==> src/rtl/md_unit.sv <==
// rtl/md_unit.sv - iterative multiply/divide unit owning the HI/LO register pair
module md_unit #(
    parameter int WIDTH = 32,
    parameter int CNT_W = 6
) (
    input  logic             clk,
    input  logic             rst,
    input  logic             start,
    input  logic [2:0]       op,
    input  logic [WIDTH-1:0] A,
    input  logic [WIDTH-1:0] B,
    output logic             busy,
    output logic             done,
    output logic             div_zero,
    output logic [WIDTH-1:0] hi,
    output logic [WIDTH-1:0] lo
);

    typedef enum logic [1:0] {IDLE, CALC, FIX, DONE} state_t;

    localparam logic [CNT_W-1:0] LAST = CNT_W'(WIDTH - 1);

    state_t               state;
    logic [CNT_W-1:0]     cnt;
    logic [WIDTH-1:0]     opa;
    logic [WIDTH-1:0]     opb;
    logic [2*WIDTH-1:0]   acc;
    logic                 neg_a;
    logic                 neg_b;
    logic                 sgn;
    logic                 is_div;

    logic                 op_signed;
    logic [WIDTH-1:0]     a_abs;
    logic [WIDTH-1:0]     b_abs;
    logic [WIDTH:0]       mul_sum;
    logic [WIDTH:0]       rem_sh;
    logic [WIDTH:0]       rem_diff;
    logic [2*WIDTH-1:0]   acc_next;
    logic [2*WIDTH-1:0]   prod_fix;
    logic [WIDTH-1:0]     quot_fix;
    logic [WIDTH-1:0]     rem_fix;

    always_comb begin
        op_signed = ~op[0];
        a_abs     = (op_signed && A[WIDTH-1]) ? -A : A;
        b_abs     = (op_signed && B[WIDTH-1]) ? -B : B;

        // Multiply: add multiplicand into the upper half when the current
        // multiplier bit (acc[0]) is set, then shift the whole pair right.
        mul_sum   = {1'b0, acc[2*WIDTH-1:WIDTH]} + {1'b0, (acc[0] ? opa : '0)};

        // Divide: remainder in the upper half, dividend/quotient in the lower.
        rem_sh    = acc[2*WIDTH-1:WIDTH-1];
        rem_diff  = rem_sh - {1'b0, opb};

        if (is_div) begin
            if (rem_diff[WIDTH])
                acc_next = {acc[2*WIDTH-2:0], 1'b0};
            else
                acc_next = {rem_diff[WIDTH-1:0], acc[WIDTH-2:0], 1'b1};
        end else begin
            acc_next = {mul_sum, acc[WIDTH-1:1]};
        end

        prod_fix = (sgn && (neg_a ^ neg_b)) ? -acc : acc;
        quot_fix = (sgn && (neg_a ^ neg_b)) ? -acc[WIDTH-1:0] : acc[WIDTH-1:0];
        rem_fix  = (sgn && neg_a) ? -acc[2*WIDTH-1:WIDTH] : acc[2*WIDTH-1:WIDTH];
    end

    always_ff @(posedge clk or posedge rst) begin
        if (rst) begin
            state    <= IDLE;
            cnt      <= '0;
            opa      <= '0;
            opb      <= '0;
            acc      <= '0;
            neg_a    <= 1'b0;
            neg_b    <= 1'b0;
            sgn      <= 1'b0;
            is_div   <= 1'b0;
            busy     <= 1'b0;
            done     <= 1'b0;
            div_zero <= 1'b0;
            hi       <= '0;
            lo       <= '0;
        end else begin
            case (state)
                IDLE: begin
                    if (start) begin
                        case (op)
                            3'b100: hi <= A;
                            3'b101: lo <= A;
                            3'b000, 3'b001, 3'b010, 3'b011: begin
                                busy <= 1'b1;
                                if (op[1] && (B == '0)) begin
                                    done     <= 1'b1;
                                    div_zero <= 1'b1;
                                    state    <= DONE;
                                end else begin
                                    opa    <= a_abs;
                                    opb    <= b_abs;
                                    acc    <= op[1] ? {{WIDTH{1'b0}}, a_abs}
                                                    : {{WIDTH{1'b0}}, b_abs};
                                    neg_a  <= A[WIDTH-1];
                                    neg_b  <= B[WIDTH-1];
                                    sgn    <= op_signed;
                                    is_div <= op[1];
                                    cnt    <= '0;
                                    state  <= CALC;
                                end
                            end
                            default: ;
                        endcase
                    end
                end
                CALC: begin
                    acc <= acc_next;
                    cnt <= cnt + 1'b1;
                    if (cnt == LAST)
                        state <= FIX;
                end
                FIX: begin
                    if (is_div) begin
                        hi <= rem_fix;
                        lo <= quot_fix;
                    end else begin
                        hi <= prod_fix[2*WIDTH-1:WIDTH];
                        lo <= prod_fix[WIDTH-1:0];
                    end
                    done  <= 1'b1;
                    state <= DONE;
                end
                DONE: begin
                    done     <= 1'b0;
                    div_zero <= 1'b0;
                    busy     <= 1'b0;
                    state    <= IDLE;
                end
                default: state <= IDLE;
            endcase
        end
    end

endmodule

==> config.mk <==
export PLATFORM = sky130hd
export DESIGN_NAME = md_unit
export DESIGN_NICKNAME = d
export VERILOG_FILES = /design/src/rtl/md_unit.sv
export SDC_FILE = /design/constraint.sdc
export NUM_CORES = 1
export LEC_CHECK = 0
export ABC_CLOCK_PERIOD_IN_PS = 7300
export BUFFER_PORTS_ARGS = -buffer_cell sky130_fd_sc_hd__buf_2
export CORE_ASPECT_RATIO = 0.6
export CORE_MARGIN = 8
export CORE_UTILIZATION = 45
export CTS_BUF_LIST = sky130_fd_sc_hd__clkbuf_8
export DETAILED_ROUTE_END_ITERATION = 10
export PLACE_DENSITY_LB_ADDON = 0.05
export REMOVE_ABC_BUFFERS = 1
export SKIP_LAST_GASP = 1
export SYNTH_ARGS = -nofsm -noshare
export SYNTH_HDL_FRONTEND = slang
export SYNTH_SLANG_ARGS = --single-unit
==> constraint.sdc <==
create_clock -name clk -period 7.3 [get_ports clk]
set_input_delay 2.19 -clock clk [delete_from_list [all_inputs] [get_ports clk]]
set_output_delay 2.19 -clock clk [all_outputs]
set_load 0.02 [all_outputs]
Word level (Yosys, flattened, before mapping)
Cells that the tools add are included.
{"block": "op_classes", "add_sub_neg": 8, "n_mul": 0, "n_div": 0, "magnitude_cmp": 0, "n_eq_ne": 16, "shift": 0, "muxes": 38, "bitwise_logic": 3, "reduce_logical": 21}
{"operator": "32-bit 2-to-1 mux", "count": 12}
{"operator": "64-bit 2-to-1 mux", "count": 6}
{"operator": "32-bit negator", "count": 4}
{"operator": "32-bit case mux with 2 select lines", "count": 2}
{"operator": "64-bit case mux with 2 select lines", "count": 1}
{"operator": "64-bit negator", "count": 1}
{"operator": "32-bit by 32-bit adder with 33-bit output", "count": 1}
{"operator": "33-bit by 32-bit subtractor with 33-bit output", "count": 1}
{"operator": "32-bit logical NOT", "count": 1}
{"operator": "6-bit 2-to-1 mux", "count": 3}
{"operator": "4-bit AND reduction", "count": 4}
{"operator": "6-bit case mux with 2 select lines", "count": 1}
{"operator": "3-bit AND reduction", "count": 4}
{"operator": "2-bit 2-to-1 mux", "count": 4}
{"operator": "2-bit != test, second input constant", "count": 4}
{"operator": "2-bit case mux with 4 select lines", "count": 1}
{"operator": "6-bit by 1-bit adder with 6-bit output, second input constant", "count": 1}
{"operator": "3-bit by 2-bit == test with 1-bit output, second input constant", "count": 2}
{"operator": "3-bit == test, second input constant", "count": 2}
{"operator": "6-bit by 5-bit == test with 1-bit output, second input constant", "count": 1}
{"operator": "2-bit by 1-bit != test with 1-bit output, second input constant", "count": 3}
{"operator": "2-bit nonzero test", "count": 3}
{"operator": "1-bit logical AND", "count": 5}
{"operator": "1-bit 2-to-1 mux", "count": 5}
{"operator": "11 further kinds", "count": 14}
{"block": "totals", "ff_bits": 207, "latchBits": 0, "ramBits": 0, "mem_bits_ro": 0, "inputBits": 70, "output_inout_bits": 67, "wordCells": 100, "memories": 0}

Depth between registers and ports, before layout
{"block": "depth", "depth_word": 8, "ltp_mapped": 15}

Worst setup path after synthesis
Ideal clock, no wire load.
{"block": "synth_timing", "path_type": "input -> register", "from": "in B[13]", "to": "reg acc[24]", "setup_time_ps": 124, "arrival_time_ps": 4566, "required_time_ps": 7176, "setup_slack_ps": 2610, "cell_stages": 9, "path_cell_list": "or4_4 or4_4 nor4b_4 a31oi_1 nand2_2 a21boi_2 buf_6 nor3_1 a211o_1"}
{"block": "synth_via", "elab_chain_len": 7, "elab_cells_between_ends": 11, "cone_classes": "add/sub (1); eq/ne (1); mux (6); reduce/logical (3)"}
{"item": "start: declaration", "line_no": "11", "text": "input logic [WIDTH-1:0] B,"}
{"item": "32-bit negator", "line_no": "47", "text": "b_abs = (op_signed && B[WIDTH-1]) ? -B : B;"}
{"item": "32-bit 2-to-1 mux", "line_no": "47"}
{"item": "32-bit 2-to-1 mux", "line_no": "103", "text": "acc <= op[1] ? {{WIDTH{1'b0}}, a_abs}"}
{"item": "64-bit 2-to-1 mux", "line_no": "96", "text": "if (op[1] && (B == '0)) begin"}
{"item": "64-bit 2-to-1 mux", "line_no": "91", "text": "case (op)"}
{"item": "64-bit 2-to-1 mux", "line_no": "90", "text": "if (start) begin"}
{"item": "64-bit case mux with 2 select lines", "line_no": "88", "text": "case (state)"}
{"item": "end signal: assignment", "line_no": "103"}
{"item": "end signal: assignment", "line_no": "118", "text": "acc <= acc_next;"}
{"item": "end: declaration", "line_no": "27", "text": "logic [2*WIDTH-1:0] acc;"}
Several ways; a longest one is shown, not always the timed one. The select of a mux whose other input is x is not followed.
A chain may end at the register's enable or synchronous reset.

Worst setup path after layout
{"block": "layout_timing", "from": "in B[11]", "to": "reg acc[63]"}
{"block": "layout_via", "elab_chain_len": 4}
{"item": "32-bit logical NOT", "line_no": "96"}
{"item": "1-bit logical AND", "line_no": "96"}
{"item": "2-bit != test (no source line)"}
{"item": "4-bit AND reduction (no source line)"}
No other way between the ends.

==> key figures <==
Placement
  • GP Congestion: approximately 0.91
  • Final HPWL DP: 42.2 mm
  • DP Worst Slack: around 1.5 ns
  • IO buf count: roughly 140

CTS
  • H-Tree Depth: 2
  • CTS Root Buffer Type: clkbuf_8
  • CTS tree: done
  • Post-cts hold buffer count: 0
  • Post-CTS Setup Repair Bufs: 0
  • PostCTS Resize Cnt: 0
  • Clk slew on worst S/H paths: around 0.06 ns
  • CTS Sinks: between 200 and 250
  • Worst skew pair latency: between 0.5 and 0.6 ns
  • Clock Path Buffers: 3
  • Num CTS Buffers: 38

Timing
  • Actual slew at the worst max-slew pin: ~1.2 ns
  • Clock skew: slightly below 0.05 ns
  • Slew Limit Fails: 0
  • Final Critical Period: about 5.3 ns
  • Final hold viol count: 0
  • Setup Viol. Count Final: 0
  • Min Hold Slack: about 0.47 ns
  • Final Worst Setup Slack: 1.95 ns
  • Fin crit share: 0.733
  • Unrepaired setup endpoints after global routing: false
  • Setup TNS: 0 ns
  • Max Clk Rate: roughly 190 MHz
  • Slew Limit Headroom: 0.189

Setup path
  • CP Max Fanout: 58
  • Crit path launch type: input port
  • WS Path Type: in -> reg
  • Worst setup EP type: register
  • Arr. time, crit path: around 5.8 ns
  • Req. time, crit path: around 8 ns

Synthesis
  • Syn Area/Cell: 8.17 sq um
  • Yosys warns: 0
  • Synth cell count leaders: a21oi_1 (209), dfrtp_1 (207), o21ai_0 (202)
  • Count leader, synth: a21oi_1
  • Seq cells post-synth: 207
  • Synth Flop Type: dfrtp_1
  • Post-synth top area cell: dfrtp_1
  • FFs w/ async S/R, synth: 1.00
  • Mapped Cells: about 2000
  • Synthesized area: 16000 sq um
  • Post-synth EDFFs: 0
  • Sequential area share after synthesis: 0.324
  • Top post-synthesis cells by area: dfrtp_1 (32%), a21oi_1 (6.5%), o21ai_0 (6.3%)
  • Synth cell types: 83
  • Synth top area share: 0.324

Detailed routing
  • DR pass1 iterations: 6
  • Vias: 15200
  • Final ANT Viol Nets: 0
  • DR iter-0 viols: between 1000 and 1500
  • Post-route DRC violation count: 0
  • Vias per cell: 6.01
  • Routed length per instance: around 22 microns
  • Final wirelength: 56.3 mm

Run status
  • Status: finished clean

GRT
  • First-pass GRT wire length: ~86 mm
  • Initial antenna violation count: 1
  • Overflow after GRT: 0
  • Largest net degree at the start of global routing: around 110
  • Tot GR Track Use: 0.258
  • Vias in the first global route: 14500

Floorplan
  • IO Pins: approximately 140
  • Rows: 53
  • Initial Util: 0.457
  • Die height: around 160 microns
  • Die area: 42000 sq um
  • Core area: ~35000 sq um
  • Chip Width: approximately 260 microns

Power and ir drop
  • Max rail drop VDD: between 0.4 and 0.5 mV
  • Pwr Total: 8.43 mW
  • Pwr per Cell Area: around 470 nW/um^2
  • Leak: between 8 and 9 nW

Job
  • Max-cap viol count: 0

Worst hold path
  • Worst min path class: reg -> reg

Layout
  • Layout Nets: ~2200
  • Share of cells above drive strength 1: 0.132
  • Area delta synth->final: 11.3%
  • FILL cells: about 3500
  • Multi-input logic area: 10100 sq um
  • Sequential Area: between 5000 and 6000 sq um
sequential cells by signal, indices dropped and copies added, names as in the netlist, 2 cells and up:
name and count:
hi 32, opa 32, acc 64, cnt 6, opb 32, lo 32
state 2
final timing paths:
kind / startpoint / to / slack (ns) / depth (start not counted)
min in group asynchronous: rst / opb[8]$_DFFE_PP0P_ / 1.69 / 2
max reg2reg: acc[31]$_DFFE_PP0P_ / acc[32]$_DFFE_PP0P_ / 2.77 / 13
min: lo[4]$_DFFE_PP0P_ / lo[4]$_DFFE_PP0P_ / 0.47 / 1
min reg2reg: lo[4]$_DFFE_PP0P_ / lo[4]$_DFFE_PP0P_ / 0.47 / 1
max: B[11] / acc[63]$_DFFE_PP0P_ / 1.95 / 11
max in group asynchronous: rst / cnt[4]$_DFFE_PP0P_ / 4.42 / 3
layout make-up:
class / instances / share of cell area
clock inverter: 13 / 0.00492
sequential: 207 / 0.291
timing repair buffer: 160 / 0.0490
inverter: 71 / 0.0154
clock buffer: 50 / 0.0386
multi-input combinational: 1569 / 0.568
tap: 467 / 0.0328
antenna: 1 / 0.000141
logic make-up (layout without fill, tap and decap cells):
kind of cell,Yosys count,in the layout,share of synthesized area
other cells,0,1,0
fa+ha+maj,75,75,0.0596
flops,207,207,0.324
xor+xnor,168,168,0.0919
buf+inv,182,294,0.0471
simple gates,605,605,0.183
mux,74,74,0.0481
compound gates,647,647,0.247
per-stage QoR:
stage | cells | cell area (sq um) | util
after floorplan | 1847 | 15500 | -
after global placement | 2474 | 17000 | 0.486
after CTS | 2537 | 17800 | 0.509
after detailed placement | 2474 | 17000 | 0.486
final | 2538 | 17800 | 0.509
after global routing | 2537 | 17800 | 0.509
placed cells by master (no fill, tap or decap), types with 15 or more instances in the layout:
cell type and instances:
a22oi_1 25, nand3_1 20, clkbuf_8 50, and2_1 37
xor2_1 78, a21oi_1 208, mux2i_1 51, xnor2_1 90
buf_4 23, ha_1 71, nand2_1 165, a21o_1 40
a211oi_1 32, nor2_1 195, nor4_1 15, inv_1 75
or4_1 17, mux2_2 23, nand2b_1 23, nor3_1 41
a31oi_1 16, o21ai_0 202, buf_2 136, dfrtp_1 206
o31ai_1 17, or3_1 17
worst max-delay path, stage by stage:
cell      delay, ns
buf_2          0.13
or4_4          0.57
or4_4          0.48
nor4b_4        0.61
a31oi_1        0.36
nand2_4        0.20
a21boi_4       0.18
buf_4          0.53
nand2_1        0.16
and2_0         0.19
a32oi_1        0.20
power by group:
| group | internal, mW | leakage (nW) | switching [mW] |
|---|---|---|---|
| combinational | 1.89 | 5.34 | 3.08 |
| sequential | 1.68 | 2.52 | 0.580 |
| clock | 0.645 | 0.422 | 0.554 |
routing by layer:
metal	vias to the layer above	track usage	wire length, microns
met3	94	0.0688	5260
met5	-	0	13
met4	2	0.0733	1500
met1	7301	0.369	25900
met2	621	0.377	23700
li1	7224	-	-
(Power assumes the default switching activity.)
